--- src/rtl/uart_pkg.sv ---
`default_nettype none
// ============================================================================
//  Module   : uart_pkg
//  Brief    : Shared UART frame constants, FSM state encoding, timing helpers.
//  Revision : 1.0
// ============================================================================
package uart_pkg;

    localparam int DATA_BITS = 8;
    localparam bit LSB_FIRST = 1'b1;

    typedef enum logic [2:0] {
        ST_IDLE  = 3'd0,
        ST_START = 3'd1,
        ST_DATA  = 3'd2,
        ST_STOP  = 3'd3,
        ST_BREAK = 3'd4
    } uart_state_t;

    function automatic int calc_clks_per_bit(input int clk_freq_hz, input int baud_rate);
        return clk_freq_hz / baud_rate;
    endfunction

    function automatic int calc_half_bit(input int clks_per_bit);
        return clks_per_bit / 2;
    endfunction

endpackage
`default_nettype wire

--- src/rtl/sync_2ff.sv ---
`default_nettype none
// ============================================================================
//  Module   : sync_2ff
//  Brief    : 1-bit two-flop synchroniser for asynchronous pins.
//  Revision : 1.0
// ============================================================================
module sync_2ff #(
    parameter logic RESET_VAL = 1'b1
) (
    input  logic clk,
    input  logic rst,
    input  logic i_d,
    output logic o_q
);

    logic r_meta;
    logic r_sync;

    always_ff @(posedge clk) begin
        if (rst) begin
            r_meta <= RESET_VAL;
            r_sync <= RESET_VAL;
        end else begin
            r_meta <= i_d;
            r_sync <= r_meta;
        end
    end

    assign o_q = r_sync;

endmodule
`default_nettype wire

--- src/rtl/uart_rx.sv ---
`default_nettype none
// ============================================================================
//  Module   : uart_rx
//  Brief    : 8N1 UART receiver with valid/ready output, framing/overrun pulses.
//  Revision : 1.0
// ============================================================================
module uart_rx
    import uart_pkg::*;
#(
    parameter int CLK_FREQ_HZ  = 27000000,
    parameter int BAUD_RATE    = 115200,
    parameter int CLKS_PER_BIT = calc_clks_per_bit(CLK_FREQ_HZ, BAUD_RATE),
    parameter int HALF_BIT     = calc_half_bit(CLKS_PER_BIT)
) (
    input  logic       clk,
    input  logic       rst,
    input  logic       rxd,
    output logic [7:0] rx_data,
    output logic       rx_valid,
    input  logic       rx_ready,
    output logic       frame_err,
    output logic       overrun
);

    localparam int CNT_W = (CLKS_PER_BIT > 1) ? $clog2(CLKS_PER_BIT) : 1;
    localparam int IDX_W = $clog2(DATA_BITS);

    localparam logic [CNT_W-1:0] c_cnt_last = CNT_W'(CLKS_PER_BIT - 1);
    localparam logic [CNT_W-1:0] c_cnt_half = CNT_W'(HALF_BIT - 1);
    localparam logic [IDX_W-1:0] c_idx_last = IDX_W'(DATA_BITS - 1);

    logic                 w_rxd_s;
    uart_state_t          r_state;
    uart_state_t          w_state_next;
    logic [CNT_W-1:0]     r_cnt;
    logic [IDX_W-1:0]     r_bit_idx;
    logic [IDX_W-1:0]     w_shift_pos;
    logic [DATA_BITS-1:0] r_shift;
    logic                 r_deliver;
    logic                 w_bit_done;
    logic                 w_stop_good;
    logic                 w_stop_bad;
    logic                 w_cnt_clr;

    sync_2ff #(
        .RESET_VAL (1'b1)
    ) u_sync (
        .clk (clk),
        .rst (rst),
        .i_d (rxd),
        .o_q (w_rxd_s)
    );

    always_comb begin
        w_state_next = r_state;
        w_bit_done   = 1'b0;
        w_stop_good  = 1'b0;
        w_stop_bad   = 1'b0;
        case (r_state)
            ST_IDLE: begin
                if (!w_rxd_s) w_state_next = ST_START;
            end
            ST_START: begin
                if (r_cnt == c_cnt_half) w_state_next = w_rxd_s ? ST_IDLE : ST_DATA;
            end
            ST_DATA: begin
                if (r_cnt == c_cnt_last) begin
                    w_bit_done = 1'b1;
                    if (r_bit_idx == c_idx_last) w_state_next = ST_STOP;
                end
            end
            ST_STOP: begin
                if (r_cnt == c_cnt_last) begin
                    if (w_rxd_s) begin
                        w_stop_good  = 1'b1;
                        w_state_next = ST_IDLE;
                    end else begin
                        w_stop_bad   = 1'b1;
                        w_state_next = ST_BREAK;
                    end
                end
            end
            ST_BREAK: begin
                if (w_rxd_s) w_state_next = ST_IDLE;
            end
            default: w_state_next = ST_IDLE;
        endcase
    end

    // The counter restarts on each state change and after every data-bit sample,
    // so each data bit is timed from the previous bit's mid-point.
    assign w_cnt_clr   = (w_state_next != r_state) || w_bit_done;
    assign w_shift_pos = LSB_FIRST ? r_bit_idx : (c_idx_last - r_bit_idx);

    always_ff @(posedge clk) begin
        if (rst) begin
            r_state   <= ST_IDLE;
            r_cnt     <= '0;
            r_bit_idx <= '0;
            r_shift   <= '0;
            r_deliver <= 1'b0;
        end else begin
            r_state <= w_state_next;
            if (w_cnt_clr) begin
                r_cnt <= '0;
            end else if (r_cnt != c_cnt_last) begin
                r_cnt <= r_cnt + 1'b1;
            end
            if (w_bit_done) begin
                r_shift[w_shift_pos] <= w_rxd_s;
                r_bit_idx            <= (r_bit_idx == c_idx_last) ? '0 : r_bit_idx + 1'b1;
            end
            r_deliver <= w_stop_good;
        end
    end

    // A same-cycle accept frees the buffer, so the new byte can land without overrun.
    always_ff @(posedge clk) begin
        if (rst) begin
            rx_data   <= 8'h00;
            rx_valid  <= 1'b0;
            frame_err <= 1'b0;
            overrun   <= 1'b0;
        end else begin
            frame_err <= w_stop_bad;
            overrun   <= 1'b0;
            if (r_deliver && (!rx_valid || rx_ready)) begin
                rx_data  <= r_shift;
                rx_valid <= 1'b1;
            end else begin
                if (r_deliver) overrun <= 1'b1;
                if (rx_valid && rx_ready) rx_valid <= 1'b0;
            end
        end
    end

endmodule
`default_nettype wire

--- config.mk ---
export PLATFORM = sky130hd
export DESIGN_NAME = uart_rx
export DESIGN_NICKNAME = d
export VERILOG_FILES = /design/src/rtl/uart_pkg.sv /design/src/rtl/sync_2ff.sv /design/src/rtl/uart_rx.sv
export SDC_FILE = /design/constraint.sdc
export NUM_CORES = 1
export LEC_CHECK = 0
export CAP_MARGIN = 20
export CORE_MARGIN = 2
export CORE_UTILIZATION = 60
export DETAILED_ROUTE_END_ITERATION = 8
export PLACE_DENSITY = 0.83
export SLEW_MARGIN = 20
export SYNTH_ARGS = -nofsm -noshare
export SYNTH_HDL_FRONTEND = slang
export SYNTH_HIERARCHICAL = 1
export SYNTH_SLANG_ARGS = --single-unit
--- constraint.sdc ---
create_clock -name clk -period 4.48 [get_ports clk]
set_input_delay 0.448 -clock clk [delete_from_list [all_inputs] [get_ports clk]]
set_output_delay 0.448 -clock clk [all_outputs]
set_load 0.01 [all_outputs]
==> results.toml, run 1 <==
[global_route]
grt_pass1_vias = 1161
global_route.overflow_total = 0
antenna_violations_before_repair = 0
global_route_wire_length_before_repair_mm = 5.126
groute.usage.overall_pct = 20.62
grt_max_degree = 19

[setup_path]
worst_path_cell_chain = "clkdlybuf4s50_1 -> clkinv_1 -> nand2_1 -> mux2i_1"
timing.critical_path.max_delay_family = "buffers and inverters"
crit_path_top_delay_cell = "clkdlybuf4s50_1"
worst-r2r-setup-slack_ns = 2.59
setup.worst_path.class = "in -> reg"
crit_arrival_ns = 2.32
crit_path_max_fanout = 18
worst_setup_path_start_kind = "input pin"
critical_path_buf_inv_count = 2
required_ns = 4.70
crit-reg2reg-launch = "r_cnt[1]"
cp-end-kind = "register"
reg2reg_to = "r_shift[4]"
critPathMaxStageDelay_ns = 0.88
timing.reg2reg.worst_path_depth = 6

[timing]
finalSetupTns_ns = 0
min_period_ns = 2.102
fin_skew_ns = 0.008300
slew_headroom_pct = 56.83
final_min_period_over_clock_period_pct = 46.92
maxSlewViolCount = 0
grt_setup_unrepaired = "false"
worst-slew-pin-transition_ns = 0.6455
hold_violations = 0
fmaxAchievable_mhz = 475.8
setup_viol = 0

[final_layout]
drive_gt1_share_pct = 9.040
layout.filler_cells = 195
area.sequential_um2 = 720.7
nets = 185
multi_input_logic_area_um2 = 842.1
flow.area_growth_from_synthesis_pct = 12.27
antenna_cells_inserted = 0
layout.core_utilization_pct = 72.17

[detailed_routing]
dr.pass1.iters = 4
final_antenna_net_count = 0
wirelength_mm = 2.934
dr_drc_count = 0
via_per_inst = 5.812
first_iter_violations = 26
wl_per_cell_um = 14.17
vias = 1203

[cts]
post_cts.resized_instances = 0
clk_pin_slew_worst_paths_ns = 0.11
htree_num_levels = 2
post_cts_hold_buffer_count = 0
clockRootBuffer = "clkbuf_4"
cts_tree = "done"
clkLatencyLatePin_ns = 0.34
cts_made_buffers = 5
bufs_on_longest_clock_path = 2
post_cts.repair.setup_buffers = 0
cts_sinks = 36

[placement]
buffer_ports.inserted = 14
dp_hpwl_mm = 2.131
rd_place_congestion = 0.7780

[pwr]
total_power_mw = 0.5345
pwr_density_cell_mw_per_mm2 = 293.6
p_leak_nw = 0.7611
ir_drop_mv = 0.2191

[logic_synthesis]
avgSynthCellArea_um2 = 9.948
synth_cell_types = 37
yosys.cell_count.top_type = "dfxtp_1"
commonest_register_cell_after_synthesis = "dfxtp_1"
synth-edff-count = 0
synth.net_count = 172
yosysSeqAreaShare_pct = 44.44
syn_inst = 163
synth-seq-cells = 36
yosysWarningCount = 6
synth_top_cells_by_count = "dfxtp_1, mux2i_1, nor2_1"
synth_top_cell_area_share_pct = 44.44
post_synth_main_area_contributors = "dfxtp_1, mux2i_1, ha_1, nor2_1, nor3_1"
post_synth_instance_area_mm2 = 0.001622
dominant_cell_type_by_area_after_synthesis = "dfxtp_1"
ys_async_sr_fraction_pct = 0

[floorplanning]
top_level_pins = 15
horiz_die_dim_um = 55.99
floorplan.die.height_um = 55.99
initial_utilization_pct = 64.29
row_count = 18
fp.coreArea_mm2 = 0.002522
dieArea_mm2 = 0.003134

[hold_path]
terminating_pin_of_the_worst_hold_path = "u_sync/o_q"
worst_hold_path_stage_count = 1
min-delay-path-class = "reg -> reg"
hold_path.startpoint = "u_sync/r_meta"

[job]
drv.max_cap_violation_count = 0

[status]
run_status = "complete, no violations"
[per-layer routing]
metal / global-route usage [%] / share of wire [%] / up-vias
met5: 0 / 0 / -
met4: 5.442 / 0.27 / 0
met3: 6.512 / 4.5 / 2
met2: 31.26 / 45 / 25
met1: 28.49 / 50 / 583
li1: - / - / 593
[worst max path at each step]
| stage | cells after the start | end | from | slack (ns) |
|---|---|---|---|---|
| 6_report | 4 | r_shift[4] | rst | 2.38 |
| 5_1_grt | 4 | r_shift[4] | rst | 2.27 |
| 4_1_cts | 4 | r_shift[4] | rst | 2.43 |
| 3_5_place_dp | 4 | r_shift[4] | rst | 2.06 |
| 3_3_place_gp | 4 | r_shift[4] | rst | 2.16 |
| 2_1_floorplan | 6 | r_cnt[2] | r_cnt[0] | 2.89 |
[cells by family (layout without fill, tap and decap cells)]
| group | count (synthesis) | count (layout) | synth area share (%) |
|---|---|---|---|
| XOR/XNOR | 7 | 7 | 3.781 |
| multiplexers | 20 | 20 | 12.35 |
| AO/OA/AOI/OAI | 12 | 12 | 6.945 |
| AND/OR/NAND/NOR | 70 | 70 | 25.00 |
| buffers and inverters | 13 | 27 | 3.626 |
| flip-flops | 36 | 36 | 44.44 |
| adder cells (fa/ha/maj) | 5 | 5 | 3.858 |
[final cells by class]
type | instances | area share (%)
Multi-Input combinational cell | 114 | 46.25
Clock buffer | 6 | 2.818
Tap cell | 30 | 2.062
Timing Repair Buffer | 14 | 7.698
Sequential cell | 36 | 39.59
Clock inverter | 2 | 0.5498
Inverter | 5 | 1.031
[metrics by stage]
stage	std cells	setup WS (ns)	hold WS [ns]	area, um^2
floorplan	163	2.888	0.3832	1622
global placement	199	2.158	0.3942	1759
detailed placement	199	2.055	0.3989	1759
CTS	207	2.426	0.4269	1821
global route	207	2.265	0.4371	1821
finish	207	2.378	0.4218	1821
[sequential cells by signal (all words and copies together), names as in the netlist]
name / count
r_deliver: 1
u_sync/r_meta: 1
frame_err: 1
overrun: 1
rx_data: 8
r_cnt: 8
r_state: 3
r_bit_idx: 3
r_shift: 8
u_sync/o_q: 1
rx_valid: 1
[where the power goes]
part	switching, mW	total [mW]	internal [mW]
Sequential	0.00451	0.328	0.324
Combinational	0.0151	0.0263	0.0112
Clock	0.105	0.180	0.0747
Total	0.125	0.535	0.409
[placed cells by master (no fill, tap or decap), types with 3 or more instances in the layout]
cell type        count
xor2_1               3
ha_1                 5
inv_1                4
dfxtp_1             36
mux2i_1             20
clkbuf_4             5
o21a_1               3
nand3_1              7
nor3_1              11
a21oi_1              3
xnor2_1              4
nor2_1              16
nand2_1             11
clkdlybuf4s50_1     14
(Power assumes the default switching activity.)
==> inputs of run 2 (changes only) <==
- CORE_UTILIZATION: 60 -> 50
- PLACE_DENSITY: 0.83 -> 0.74
- clock period: 4.48 -> 1.9 ns (I/O delays scaled with it)
==> results.toml, run 2 (synthesis results as in run 1) <==
[global_route]
global_route_wire_length_before_repair_mm = 4.767
groute.usage.overall_pct = 17.63
grt_pass1_vias = 1075
global_route.overflow_total = 0
grt_max_degree = 18
antenna_violations_before_repair = 0

[detailed_routing]
final_antenna_net_count = 0
vias = 1175
first_iter_violations = 16
dr.pass1.iters = 4
via_per_inst = 5.176
wl_per_cell_um = 12.39
dr_drc_count = 0
wirelength_mm = 2.813

[final_layout]
nets = 191
biggestRegsByFlops = "r_cnt: 8 flops, r_shift: 8 flops, rx_data: 8 flops"
drive_gt1_share_pct = 10.93
antenna_cells_inserted = 0
final_cell_mix = "dfxtp_1, mux2i_1, nor2_1, clkdlybuf4s50_1"
flow.area_growth_from_synthesis_pct = 15.97
mostFrequentLayoutCell = "dfxtp_1"

[pwr]
p_leak_nw = 0.7858
p_seq_share_pct = 61.7
cellInternalPower_mw = 0.9745
power.share.combinational_pct = 5.2
pwr_density_cell_mw_per_mm2 = 666.1
ir_drop_mv = 0.4426
total_power_mw = 1.253
switching_share_pct = 22.21
switchingPower_mw = 0.2782
clock_power_share_pct = 33.0

[floorplanning]
dieArea_mm2 = 0.003715
horiz_die_dim_um = 60.95
top_level_pins = 15
floorplan.die.height_um = 60.95
initial_utilization_pct = 52.68
fp.coreArea_mm2 = 0.003078
row_count = 20

[placement]
buffer_ports.inserted = 14
dp_hpwl_mm = 2.033
rd_place_congestion = 0.8634
worst_case_setup_slack_after_placement_ns = 0.1310

[timing]
fmaxAchievable_mhz = 562.8
hold-worst-slack_ns = 0.4187
worst-slew-pin-transition_ns = 0.5794
hold_violations = 0
finalSetupTns_ns = 0
postLayoutSetupSlackWorst_ns = 0.1230
setup_viol = 0
fin_skew_ns = 0.009186
grt_setup_unrepaired = "false"
slew_headroom_pct = 61.16
maxSlewViolCount = 0
min_period_ns = 1.777
final_min_period_over_clock_period_pct = 93.52

[job]
drv.max_cap_violation_count = 0

[setup_path]
cp-end-kind = "register"
setup.worst_path.class = "reg -> reg"
worst_setup_path_start_kind = "register"
crit_path_max_fanout = 6
crit_arrival_ns = 2.00
required_ns = 2.12

[cts]
post_cts_hold_buffer_count = 0
cts_tree = "done"
post_cts.repair.setup_buffers = 0
bufs_on_longest_clock_path = 2
cts_sinks = 36
clkLatencyLatePin_ns = 0.33
htree_num_levels = 2
post_cts.resized_instances = 0
cts_made_buffers = 5
clk_pin_slew_worst_paths_ns = 0.10
clockRootBuffer = "clkbuf_4"

[hold_path]
min-delay-path-class = "reg -> reg"

[status]
run_status = "complete, no violations"
[run 2: cell types whose count changed in the layout (fill, tap and decap cells not counted), sizes merged]
cell,previous run,this run
buf,0,6
clkbuf,6,8
clkinv,3,1
[run 2: final timing paths]
| path | startpoint | to | slack, ns | cells after the start |
|---|---|---|---|---|
| min | u_sync/r_meta | u_sync/o_q | 0.42 | 1 |
| min reg2reg | u_sync/r_meta | u_sync/o_q | 0.42 | 1 |
| max | r_cnt[1] | r_shift[7] | 0.12 | 7 |
| max reg2reg | r_cnt[1] | r_shift[7] | 0.12 | 7 |
[run 2: power groups by stage]
| stage | clock network (mW) | registers [mW] | logic (mW) |
|---|---|---|---|
| after floorplan | 0 | 0.785 | 0.0499 |
| after global placement | 0 | 0.790 | 0.0635 |
| after detailed placement | 0 | 0.791 | 0.0653 |
| after CTS | 0.424 | 0.774 | 0.0664 |
| after global routing | 0.462 | 0.776 | 0.0741 |
| final | 0.414 | 0.773 | 0.0656 |
[run 2: through the flow]
| step | utilization, % | instance area (um^2) | std cells |
|---|---|---|---|
| after floorplan | - | 1622 | 163 |
| after global placement | 59.19 | 1822 | 219 |
| after detailed placement | 59.19 | 1822 | 219 |
| after CTS | 61.10 | 1881 | 227 |
| after global routing | 61.10 | 1881 | 227 |
| final | 61.10 | 1881 | 227 |
[run 2: final cells by class]
type                       instances  area (um^2)
fill                             271         1197
sequential                        36        720.7
clock buffer                       8        58.81
inverter                           5        18.77
multi-input combinational        114        842.1
timing repair buffer              20        185.2
tap                               44        55.05
[run 2: metal layers]
layer  share of wire, %  GRT usage [%]
met1                 49          22.57
met2                 46          26.73
met3                3.6          7.249
met4                1.5          6.522
met5                  0              0
[run 2: critical path: stages (launching register included)]
cell and delay, ns:
dfxtp_1 0.35, inv_1 0.08, ha_1 0.14, and4b_2 0.30
and4b_1 0.36, buf_4 0.19, nand4_1 0.11, mux2i_1 0.13
==> inputs of run 3 (changes only) <==
- clock period: 1.9 -> 1.6 ns (I/O delays scaled with it)
==> results.toml, run 3 (synthesis results as in run 1) <==
[status]
run_status = "finished, violations left"
failing_checks = "negative setup slack"

[floorplanning]
top_level_pins = 15
fp.coreArea_mm2 = 0.003078
row_count = 20
horiz_die_dim_um = 60.95
floorplan.die.height_um = 60.95
initial_utilization_pct = 52.68
dieArea_mm2 = 0.003715

[timing]
maxSlewViolCount = 0
worst-slew-pin-transition_ns = 0.3651
setup_viol = 4
slew_headroom_pct = 75.66
fin_skew_ns = 0.01110
postLayoutSetupSlackWorst_ns = -0.01654
grt_setup_unrepaired = "true"
hold_violations = 0
min_period_ns = 1.617
final_min_period_over_clock_period_pct = 101.0
fmaxAchievable_mhz = 618.6

[final_layout]
final_cell_mix = "dfxtp_1, mux2i_1, nor2_1, buf_4, clkdlybuf4s50_1"
layout.core_utilization_pct = 67.52
nets = 203
flow.area_growth_from_synthesis_pct = 28.16
antenna_cells_inserted = 0
biggestRegsByFlops = "r_cnt: 8 flops, r_shift: 8 flops, rx_data: 8 flops"
drive_gt1_share_pct = 24.62
mostFrequentLayoutCell = "dfxtp_1"

[setup_path]
cp-end-kind = "register"
setup.worst_path.class = "reg -> reg"
crit_path_max_fanout = 5
worst_setup_path_start_kind = "register"
required_ns = 1.86
crit_arrival_ns = 1.88

[pwr]
ir_drop_mv = 0.7418
p_leak_nw = 0.8669
total_power_mw = 1.734
pwr_density_cell_mw_per_mm2 = 834.4

[cts]
post_cts_hold_buffer_count = 0
htree_num_levels = 2
cts_made_buffers = 5
clkLatencyLatePin_ns = 0.34
cts_tree = "done"
clk_pin_slew_worst_paths_ns = 0.10
clockRootBuffer = "clkbuf_4"
cts_sinks = 36
bufs_on_longest_clock_path = 2

[detailed_routing]
vias = 1245
dr_drc_count = 0
first_iter_violations = 48
via_per_inst = 5.209
wirelength_mm = 3.235
final_antenna_net_count = 0
wl_per_cell_um = 13.54
dr.pass1.iters = 6

[job]
drv.max_cap_violation_count = 0

[placement]
dp_hpwl_mm = 2.178
buffer_ports.inserted = 14
rd_place_congestion = 0.7706

[global_route]
global_route.overflow_total = 0
grt_max_degree = 18
global_route_wire_length_before_repair_mm = 5.278
antenna_violations_before_repair = 0
groute.usage.overall_pct = 19.77
grt_pass1_vias = 1208

[hold_path]
min-delay-path-class = "in -> reg"
run 3: layout make-up:
cell class / count / area (um^2)
sequential: 36 / 726.9
timing repair buffer: 32 / 295.3
clock inverter: 1 / 30.03
clock buffer: 7 / 65.06
inverter: 5 / 18.77
tap: 44 / 55.05
multi-input combinational: 114 / 887.1
fill: 246 / 999.7
run 3: repair_timing:
action                     4_1_cts  5_1_grt
setup buffers                    1        3
pin swaps                        4       15
setup endpoints to repair       13       21
cloned                           0        0
gates resized for setup          8       12
run 3: report_power, final:
group          leakage [nW]  internal (mW)  switching (mW)
registers             0.292          0.907          0.0117
logic                 0.523         0.0539          0.0567
clock network        0.0515          0.415           0.290
total                 0.867           1.38           0.358
run 3: metal layers:
| layer | GRT usage [%] | share of wire, % | wire, um | vias to the layer above |
|---|---|---|---|---|
| met5 | 0 | 0 | 0 | - |
| met1 | 23.98 | 45 | 1462 | 587 |
| met4 | 8.696 | 1.1 | 34 | 0 |
| li1 | - | - | - | 628 |
| met3 | 7.676 | 3.7 | 120 | 4 |
| met2 | 31.18 | 50 | 1617 | 26 |
run 3: path summary, 6_finish.rpt:
kind                                     from            end  slack (ns)  depth (start not counted)
worst max register to register       r_cnt[1]     r_shift[4]       -0.02                          6
worst min register to register  u_sync/r_meta     u_sync/o_q        0.42                          1
worst max-delay path                 r_cnt[1]     r_shift[4]       -0.02                          6
worst min-delay path                      rxd  u_sync/r_meta        0.38                          2
run 3: stage by stage:
stage,setup TNS [ns],setup slack (ns),instances,cell area [um^2],hold slack [ns]
final,-0.03858,-0.01654,239,2078,0.3795
after global routing,-1.346,-0.1004,239,2078,0.3814
after CTS,-0.01293,-0.01293,236,2009,0.3685
after detailed placement,-0.8305,-0.1390,227,1882,0.3983
after global placement,-0.03837,-0.03354,227,1882,0.3959
after floorplan,0,0.007810,163,1622,0.2571
run 3: critical path, cell delays in order (launching register included):
cell	delay (ns)
dfxtp_2	0.34
inv_2	0.06
ha_2	0.15
and4b_2	0.29
and4b_2	0.28
and4bb_1	0.22
mux2i_1	0.22
